[config.mk]
export PLATFORM = sky130hd
export DESIGN_NAME = wb_stage_flat
export DESIGN_NICKNAME = d
export VERILOG_FILES = /design/src/rtl/wb_stage_if.sv /design/src/rtl/wb_stage.sv /design/src/flat_wrapper.sv
export SDC_FILE = /design/constraint.sdc
export NUM_CORES = 1
export LEC_CHECK = 0
export CORE_ASPECT_RATIO = 0.5
export CORE_UTILIZATION = 30
export CTS_CLUSTER_SIZE = 28
export DETAILED_ROUTE_END_ITERATION = 8
export DONT_BUFFER_PORTS = 1
export PLACE_DENSITY = 0.52
export REMOVE_ABC_BUFFERS = 1
export SYNTH_ARGS = -nofsm -noshare
export SYNTH_HDL_FRONTEND = slang
export SYNTH_SLANG_ARGS = --single-unit
[constraint.sdc]
create_clock -name clk_i -period 3.4 [get_ports clk_i]
set_clock_uncertainty 0.05 [all_clocks]
set_input_delay 0.68 -clock clk_i [delete_from_list [all_inputs] [get_ports clk_i]]
set_output_delay 0.68 -clock clk_i [all_outputs]
set_load 0.01 [all_outputs]
[src/rtl/wb_stage_if.sv]
// EX -> WB bundle: decoded controls and results from EX, plus register-bank writes,
// flags and branch redirect going back upstream.
interface wb_stage_if #(
    parameter int DW = 32,
    parameter int AW = 5
);
    logic          ex_valid;
    logic          wb_stall;
    logic [DW-1:0] alu_result;
    logic          alu_O, alu_S, alu_C, alu_Z;
    logic [DW-1:0] dm_Q;
    logic [DW-1:0] pc_link;
    logic [3:0]    uc_WF;
    logic [1:0]    uc_S_MXWB;
    logic          uc_WE_RB;
    logic [AW-1:0] uc_WA;
    logic          uc_BR;
    logic          tf_out;

    logic          rb_WE;
    logic [AW-1:0] rb_WA;
    logic [DW-1:0] rb_WD;
    logic          rf_O, rf_S, rf_C, rf_Z;
    logic          br_taken;
    logic [DW-1:0] br_target;
    logic          flushing;
    logic [31:0]   retire_cnt;

    modport master (
        output ex_valid, wb_stall, alu_result, alu_O, alu_S, alu_C, alu_Z, dm_Q, pc_link,
               uc_WF, uc_S_MXWB, uc_WE_RB, uc_WA, uc_BR, tf_out,
        input  rb_WE, rb_WA, rb_WD, rf_O, rf_S, rf_C, rf_Z, br_taken, br_target,
               flushing, retire_cnt
    );

    modport slave (
        input  ex_valid, wb_stall, alu_result, alu_O, alu_S, alu_C, alu_Z, dm_Q, pc_link,
               uc_WF, uc_S_MXWB, uc_WE_RB, uc_WA, uc_BR, tf_out,
        output rb_WE, rb_WA, rb_WD, rf_O, rf_S, rf_C, rf_Z, br_taken, br_target,
               flushing, retire_cnt
    );
endinterface

[src/rtl/wb_stage.sv]
// Writeback stage: registers EX results, selects register-bank write data, owns the
// O/S/C/Z flag register and squashes the instructions fetched behind a taken branch.
module wb_stage #(
    parameter int DW           = 32,
    parameter int AW           = 5,
    parameter int FLUSH_CYCLES = 2
) (
    input  logic    clk_i,
    input  logic    rst_i,
    wb_stage_if.slave bus
);
    localparam int CW = $clog2(FLUSH_CYCLES + 2);
    localparam logic [0:0] S_RUN   = 1'b0;
    localparam logic [0:0] S_FLUSH = 1'b1;

    logic [0:0]    state_q, state_d;
    logic [CW-1:0] cnt_q, cnt_d;
    logic          we_q, we_d;
    logic [AW-1:0] wa_q, wa_d;
    logic [DW-1:0] wd_q, wd_d;
    logic [3:0]    flags_q, flags_d;
    logic          br_q, br_d;
    logic [DW-1:0] tgt_q, tgt_d;
    logic [31:0]   retire_q, retire_d;

    logic          accept, squash, taken;
    logic [3:0]    alu_flags;
    logic [DW-1:0] wd_sel;

    assign accept    = bus.ex_valid & ~bus.wb_stall & (state_q == S_RUN);
    assign squash    = bus.ex_valid & ~bus.wb_stall & (state_q == S_FLUSH);
    assign taken     = accept & bus.uc_BR & bus.tf_out;
    assign alu_flags = {bus.alu_O, bus.alu_S, bus.alu_C, bus.alu_Z};

    always_comb begin
        case (bus.uc_S_MXWB)
            2'd1:    wd_sel = bus.dm_Q;
            2'd2:    wd_sel = bus.pc_link;
            default: wd_sel = bus.alu_result;
        endcase
    end

    always_comb begin
        state_d  = state_q;
        cnt_d    = cnt_q;
        we_d     = 1'b0;
        br_d     = 1'b0;
        wa_d     = wa_q;
        wd_d     = wd_q;
        flags_d  = flags_q;
        tgt_d    = tgt_q;
        retire_d = retire_q;
        if (accept) begin
            we_d     = bus.uc_WE_RB;
            wa_d     = bus.uc_WA;
            wd_d     = wd_sel;
            retire_d = retire_q + 32'd1;
            for (int i = 0; i < 4; i++)
                flags_d[i] = bus.uc_WF[i] ? alu_flags[i] : flags_q[i];
            // A taken branch still performs its own link write and flag update.
            if (taken) begin
                br_d  = 1'b1;
                tgt_d = bus.alu_result;
                if (FLUSH_CYCLES > 0) begin
                    state_d = S_FLUSH;
                    cnt_d   = CW'(FLUSH_CYCLES);
                end
            end
        end
        // Only valid instructions consume flush slots; bubbles do not.
        if (squash) begin
            cnt_d = cnt_q - CW'(1);
            if (cnt_q == CW'(1))
                state_d = S_RUN;
        end
    end

    always_ff @(posedge clk_i or posedge rst_i) begin
        if (rst_i) begin
            state_q  <= S_RUN;
            cnt_q    <= '0;
            we_q     <= 1'b0;
            wa_q     <= '0;
            wd_q     <= '0;
            flags_q  <= '0;
            br_q     <= 1'b0;
            tgt_q    <= '0;
            retire_q <= '0;
        end else begin
            state_q  <= state_d;
            cnt_q    <= cnt_d;
            we_q     <= we_d;
            wa_q     <= wa_d;
            wd_q     <= wd_d;
            flags_q  <= flags_d;
            br_q     <= br_d;
            tgt_q    <= tgt_d;
            retire_q <= retire_d;
        end
    end

    assign bus.rb_WE      = we_q;
    assign bus.rb_WA      = wa_q;
    assign bus.rb_WD      = wd_q;
    assign bus.rf_O       = flags_q[3];
    assign bus.rf_S       = flags_q[2];
    assign bus.rf_C       = flags_q[1];
    assign bus.rf_Z       = flags_q[0];
    assign bus.br_taken   = br_q;
    assign bus.br_target  = tgt_q;
    assign bus.flushing   = (state_q == S_FLUSH);
    assign bus.retire_cnt = retire_q;
endmodule

[src/flat_wrapper.sv]
// flat-port wrapper written by rule: the top's interface ports become plain ports
module wb_stage_flat 
#(
    parameter int DW           = 32,
    parameter int AW           = 5,
    parameter int FLUSH_CYCLES = 2
)
  (clk_i, rst_i, bus_ex_valid, bus_wb_stall, bus_alu_result, bus_alu_O, bus_alu_S, bus_alu_C, bus_alu_Z, bus_dm_Q, bus_pc_link, bus_uc_WF, bus_uc_S_MXWB, bus_uc_WE_RB, bus_uc_WA, bus_uc_BR, bus_tf_out, bus_rb_WE, bus_rb_WA, bus_rb_WD, bus_rf_O, bus_rf_S, bus_rf_C, bus_rf_Z, bus_br_taken, bus_br_target, bus_flushing, bus_retire_cnt);
  wb_stage_if #(.DW(DW), .AW(AW)) bus_i ();
  input  logic clk_i;
  input  logic rst_i;
  input wire logic [$bits(bus_i.ex_valid)-1:0] bus_ex_valid;
  input wire logic [$bits(bus_i.wb_stall)-1:0] bus_wb_stall;
  input wire logic [$bits(bus_i.alu_result)-1:0] bus_alu_result;
  input wire logic [$bits(bus_i.alu_O)-1:0] bus_alu_O;
  input wire logic [$bits(bus_i.alu_S)-1:0] bus_alu_S;
  input wire logic [$bits(bus_i.alu_C)-1:0] bus_alu_C;
  input wire logic [$bits(bus_i.alu_Z)-1:0] bus_alu_Z;
  input wire logic [$bits(bus_i.dm_Q)-1:0] bus_dm_Q;
  input wire logic [$bits(bus_i.pc_link)-1:0] bus_pc_link;
  input wire logic [$bits(bus_i.uc_WF)-1:0] bus_uc_WF;
  input wire logic [$bits(bus_i.uc_S_MXWB)-1:0] bus_uc_S_MXWB;
  input wire logic [$bits(bus_i.uc_WE_RB)-1:0] bus_uc_WE_RB;
  input wire logic [$bits(bus_i.uc_WA)-1:0] bus_uc_WA;
  input wire logic [$bits(bus_i.uc_BR)-1:0] bus_uc_BR;
  input wire logic [$bits(bus_i.tf_out)-1:0] bus_tf_out;
  output wire logic [$bits(bus_i.rb_WE)-1:0] bus_rb_WE;
  output wire logic [$bits(bus_i.rb_WA)-1:0] bus_rb_WA;
  output wire logic [$bits(bus_i.rb_WD)-1:0] bus_rb_WD;
  output wire logic [$bits(bus_i.rf_O)-1:0] bus_rf_O;
  output wire logic [$bits(bus_i.rf_S)-1:0] bus_rf_S;
  output wire logic [$bits(bus_i.rf_C)-1:0] bus_rf_C;
  output wire logic [$bits(bus_i.rf_Z)-1:0] bus_rf_Z;
  output wire logic [$bits(bus_i.br_taken)-1:0] bus_br_taken;
  output wire logic [$bits(bus_i.br_target)-1:0] bus_br_target;
  output wire logic [$bits(bus_i.flushing)-1:0] bus_flushing;
  output wire logic [$bits(bus_i.retire_cnt)-1:0] bus_retire_cnt;
  assign bus_i.ex_valid = bus_ex_valid;
  assign bus_i.wb_stall = bus_wb_stall;
  assign bus_i.alu_result = bus_alu_result;
  assign bus_i.alu_O = bus_alu_O;
  assign bus_i.alu_S = bus_alu_S;
  assign bus_i.alu_C = bus_alu_C;
  assign bus_i.alu_Z = bus_alu_Z;
  assign bus_i.dm_Q = bus_dm_Q;
  assign bus_i.pc_link = bus_pc_link;
  assign bus_i.uc_WF = bus_uc_WF;
  assign bus_i.uc_S_MXWB = bus_uc_S_MXWB;
  assign bus_i.uc_WE_RB = bus_uc_WE_RB;
  assign bus_i.uc_WA = bus_uc_WA;
  assign bus_i.uc_BR = bus_uc_BR;
  assign bus_i.tf_out = bus_tf_out;
  assign bus_rb_WE = bus_i.rb_WE;
  assign bus_rb_WA = bus_i.rb_WA;
  assign bus_rb_WD = bus_i.rb_WD;
  assign bus_rf_O = bus_i.rf_O;
  assign bus_rf_S = bus_i.rf_S;
  assign bus_rf_C = bus_i.rf_C;
  assign bus_rf_Z = bus_i.rf_Z;
  assign bus_br_taken = bus_i.br_taken;
  assign bus_br_target = bus_i.br_target;
  assign bus_flushing = bus_i.flushing;
  assign bus_retire_cnt = bus_i.retire_cnt;
  wb_stage #(.DW(DW), .AW(AW), .FLUSH_CYCLES(FLUSH_CYCLES)) u_core (.clk_i(clk_i), .rst_i(rst_i), .bus(bus_i));
endmodule
==> out/results.tsv, run 1 <==
metric	value	unit
fp.coreArea	15780	um^2
synthArstFlopShare	100.0	%
r2r_cells	4	
wl_per_cell	17.63	um
first_global_vias	3317	
layout_commonest_cell	dfrtp_1	
reg2reg_slack	1060	ps
rsz0062_at_grt	false	
portBuffers	0	
die_w	183.9	um
synth_edf_count	0	
p_switching	1.435	mW
path_class	flip-flop to flip-flop	
dieArea	17090	um^2
grt_pass1_wl	18710	um
synth.area.mux_share	8.373	%
cp_num_buf_inv	1	
dr.pass1.iters	4	
track_usage	14.36	%
p_comb_share	15.6	%
vias	3284	
cpPeakStageDelay	800	ps
max_freq	428.0	MHz
initial_core_util	31.45	%
syn-instance-count	464	
p_leak	2.321	nW
insertion_delay	350	ps
viasPerCell	4.837	
worstPathArrival	2520	ps
dp.cells	663	
cts_setup_buffers	0	
postSynthAreaPerCell	10.69	um^2
slowest_stage	and3_2	
area_growth	9.962	%
synth_xor_area_share	5.473	%
startpoint_type	flip-flop	
synth_seq_cells	110	
cap_violations	0	
cts_tree	yes	
overflow	0	
placementRows	32	
timing.final.crit_period	2337	ps
cts_root_buffer	clkbuf_16	
synth_top_family_by_area	simple AND/OR/NAND/NOR gates	
outcome	completed	
synth-compound-area-share	11.75	%
grt_max_degree	71	
die_h	92.93	um
ys_seq_area_share	55.49	%
r2r_start	u_core.bus.flushing	
antennaDiodeCount	0	
antenna_found_initial	0	
htree_levels	3	
route.detailed.drc	0	
internal_power	2.603	mW
hp-class	input port to async pin	
drtAntennaViolNets	0	
cts_buffers	9	
layoutNonFillerInstCount	679	
netlist_area	4961	um^2
cts.sinks	110	
cts_max_path_buffers	2	
synth.distinct_cells	37	
maxSlewViolCount	0	
layout-drive-gt1-share	14.19	%
finalHoldViolCount	0	
power.share.sequential	59.2	%
cp_cell_sequence	nor3b_2 -> buf_4 -> and3_2 -> mux2_2	
fin_ws	1063	ps
synth_ff_type	dfrtp_1	
clkSlewWorstSetupHoldPaths	80	ps
cts_hold_buf	0	
pre_cts_slack	904.7	ps
crit_family	simple AND/OR/NAND/NOR gates	
post-route-period-util	68.73	%
drt_iter0_markers	99	
hpwl	8565	um
boundaryPins	226	
max_slew_margin	21.24	%
yosysWarnings	0	
wirelength	11970	um
synthAdderAreaFrac	1.009	%
critPathMaxFanout	35	
cts-resized-gates	0	
finalSetupViolations	0	
layout_common_cells	dfrtp_1, nand2_1, nor2_1	
nets	575	
powerDensity	740.1	nW/um^2
pwr-share-clk	25.2	%
swShare	35.54	%
crit_path_end_kind	flip-flop	
crit_required	3580	ps
vdd_drop_max	291.0	uV
worst_pin_slew	1181	ps
gp_congestion	0.7323	
rr_endpoint	u_core.bus.br_target[5]	
yosys.area_share.simple	15.16	%
==> routing by layer <==
layer,GRT usage (%),part of all wire (%),wire [um]
met1,16.67,41,4936
met2,24.65,51,6160
met3,5.427,5.6,671
met4,4.236,1.7,205
met5,0,0,0
==> flip-flops by register name, summed over array words and instances, names as in the netlist <==
signal and flops:
u_core.bus.retire_cnt 32, u_core.bus.br_target 32, u_core.bus.flushing 1, u_core.bus.rb_WE 1, u_core.bus.rb_WA 5, u_core.bus.br_taken 1
u_core.flags_q 4, u_core.bus.rb_WD 32, u_core.cnt_q 2
==> final cells by class <==
cell class              instances  area, um^2
clock buffers                  10       229.0
clock inverters                 6       51.30
fillers                      1654       10320
inverters                       6       25.02
multi-input cells             322        2078
flip-flops and latches        110        2753
well taps                     221       276.5
repair buffers                  4       42.54
==> how the worst max path moves through the flow <==
stage,from,end,cells after the start
after floorplan,rst_i,u_core.bus.br_taken,1
after global placement,bus_wb_stall,u_core.bus.br_target[19],4
after detailed placement,bus_wb_stall,u_core.bus.br_target[24],4
after CTS,u_core.bus.flushing,u_core.bus.br_target[24],4
after global routing,u_core.bus.flushing,u_core.bus.br_target[10],4
final,u_core.bus.flushing,u_core.bus.br_target[5],4
==> power groups by stage <==
stage	clock, mW	sequential (mW)	combinational, mW
after floorplan	0	2.26	0.529
after global placement	0	2.43	0.610
after detailed placement	0	2.44	0.646
after CTS	1.06	2.41	0.646
after global routing	1.12	2.45	0.740
final	1.02	2.39	0.629
==> through the flow <==
step / utilization (%) / TNS (ps) / hold WS, ps / area [um^2] / power [mW]
after global placement: 32.80 / 0 / 422.8 / 5175 / 3.040
after CTS: 34.58 / 0 / 242.6 / 5455 / 4.122
final: 34.58 / 0 / 215.9 / 5455 / 4.037
after global routing: 34.58 / 0 / 249.8 / 5455 / 4.307
after detailed placement: 32.80 / 0 / 429.9 / 5175 / 3.084
after floorplan: - / -25550 / 407.3 / 4847 / 2.790
==> cell families (layout without fill, tap and decap cells) <==
group	after synthesis	count (layout)
compound gates	99	99
simple gates	151	151
fa+ha+maj	4	4
buf+inv	32	26
mux	37	37
flops	110	110
xor+xnor	31	31
==> synth_stat cells (2+ instances only) <==
cell type  instances  area (um^2)
a21oi_1           32        160.2
a22oi_1           32        240.2
and2_1             2        12.51
and3_1             5        31.28
buf_4              4        30.03
clkbuf_1          20        75.07
dfrtp_1          110         2753
ha_1               4        50.05
inv_1              6        22.52
mux2_1             2        22.52
mux2_2            34        382.9
nand2_1           64        240.2
nand2b_1           2        12.51
nand3_1           16        80.08
nand4_1           10        62.56
nor2_1            40        150.1
nor4_2             2        25.02
o21ai_0           30        150.1
o21ai_1            2        10.01
xnor2_1           26        227.7
xor2_1             5        43.79
==> worst reg2reg max path, cell delays in order (launching register included) <==
cell     delay [ps]
dfrtp_1         510
nor3b_2         200
buf_4           220
and3_2          810
mux2_2          430
Note: power is estimated with default switching activity, not from simulation.
==> run 2, diff against run 1 <==
Clock period 3.4 ns to 2.1 ns, I/O delays scaled along.
==> run 2 against run 1 <==
  * Routed wire length is 0.34% lower
  * Maximum frequency grew 29%
  * Combinational power up 78%
  * Largest power group unchanged
  * Worst hold slack worse by 90 ps
  * Critical endpoint is now u_core.bus.retire_cnt[29]
  * Largest cell class unchanged
  * Clock power is 62% higher
  * Critical path type unchanged
==> out/results.tsv, run 2 (synthesis results as in run 1) <==
metric	value	unit	change
outcome	completed		
wl_per_cell	17.24	um	-2.2%
timing.final.crit_period	1806	ps	-530.9 ps
nets	588		+2.3%
area_growth	12.79	%	
crit_required	2270	ps	-1310 ps
placementRows	32		unchanged
hpwl	8820	um	+3.0%
dr.pass1.iters	4		unchanged
startpoint_type	flip-flop		
drtAntennaViolNets	0		unchanged
overflow	0		unchanged
max_slew_margin	56.01	%	+35 points
cts.sinks	110		unchanged
worstPathArrival	1980	ps	-540 ps
drt_iter0_markers	146		+47%
powerDensity	1176	nW/um^2	+59%
maxSlewViolCount	0		unchanged
antennaDiodeCount	0		unchanged
antenna_found_initial	0		unchanged
p_leak	2.403	nW	+3.6%
final_util	35.47	%	+0.89 points
finalSetupViolations	0		unchanged
vias	3367		+2.5%
cts_tree	yes		
boundaryPins	226		unchanged
grt_max_degree	65		-8.5%
fp.coreArea	15780	um^2	unchanged
cts-resized-gates	0		unchanged
post-route-period-util	85.99	%	+17 points
cp_cell_sequence	nand4b_1 -> nor4_2 -> nand3_1 -> xnor2_1		
cts_root_buffer	clkbuf_16		
cp_num_buf_inv	0		-1
worst_pin_slew	659.9	ps	-521.6 ps
cts_max_path_buffers	2		unchanged
die_h	92.93	um	unchanged
grt_pass1_wl	18510	um	-1.1%
cts_buffers	9		unchanged
multi_input_area	2078	um^2	unchanged
layout_common_cells	dfrtp_1, nand2_1, nor2_1		
fillerInstances	1609		-2.7%
hp-start	bus_uc_WA[0]		
layout-drive-gt1-share	16.35	%	+2.2 points
path_class	flip-flop to flip-flop		
crit_family	simple AND/OR/NAND/NOR gates		
cap_violations	0		unchanged
track_usage	14.10	%	-0.25 points
total_power	6.580	mW	+63%
slowest_stage	nor4_2		
die_w	183.9	um	unchanged
finalHoldViolCount	0		unchanged
critPathMaxFanout	4		-89%
dieArea	17090	um^2	unchanged
layout_commonest_cell	dfrtp_1		
first_global_vias	3375		+1.7%
gp_congestion	0.7559		+3.2%
htree_levels	3		unchanged
viasPerCell	4.866		+0.60%
hp-class	input port to flip-flop		
regArea	2753	um^2	unchanged
cts_setup_buffers	0		unchanged
cpPeakStageDelay	540	ps	-260 ps
vdd_drop_max	457.2	uV	+57%
wirelength	11930	um	-0.34%
max_freq	553.8	MHz	+29%
rsz0062_at_grt	false		
r2r_start	u_core.bus.flushing		
route.detailed.drc	0		unchanged
initial_core_util	31.45	%	unchanged
portBuffers	0		unchanged
insertion_delay	350	ps	about the same
critPathLaunch	u_core.bus.flushing		
clkSlewWorstSetupHoldPaths	80	ps	about the same
crit_path_end_kind	flip-flop		
run 2: stage by stage:
stage	hold slack, ps	area [um^2]	worst slack, ps	TNS [ps]	instances
floorplan	407.3	4847	-1272	-156600	438
detailed placement	282.7	5303	272.1	0	675
global placement	278.6	5303	303.3	0	675
global route	102.1	5595	135.6	0	692
finish	126.1	5595	294.2	0	692
CTS	103.5	5595	252.8	0	692
run 2: layer usage:
layer | share of wire [%] | vias to the layer above | track usage (%)
li1 | - | 1617 | -
met1 | 40 | 1665 | 15.47
met2 | 53 | 76 | 25.54
met3 | 6.5 | 9 | 5.427
met4 | 1.0 | 0 | 3.611
met5 | 0 | - | 0
run 2: final cells by class:
cell class / count / area share (%)
flip-flops and latches: 110 / 49.19
multi-input cells: 322 / 37.14
well taps: 221 / 4.942
clock buffers: 11 / 4.338
repair buffers: 17 / 3.220
clock inverters: 5 / 0.7156
inverters: 6 / 0.4472
run 2: final timing paths:
path                                             end  slack [ps]  depth (start not counted)
setup / recovery           u_core.bus.retire_cnt[29]         290                          4
hold / removal                   u_core.bus.rb_WA[0]         130                          2
setup reg to reg           u_core.bus.retire_cnt[29]         290                          4
hold reg to reg                      u_core.cnt_q[1]         450                          1
max in group asynchronous  u_core.bus.retire_cnt[29]         850                          3
min in group asynchronous   u_core.bus.br_target[15]         500                          2
run 2: what timing repair did:
| action | CTS | global route |
|---|---|---|
| endpoints found under the setup margin | 0 | 0 |
| endpoints found under the hold margin | 28 | 0 |
| hold buffers | 1 | 0 |
run 2: power by group:
part	internal (mW)	switching (mW)	leakage (nW)	total, mW
clock	0.850	0.798	0.140	1.65
sequential	2.86	0.951	1.41	3.82
combinational	0.571	0.546	0.856	1.12
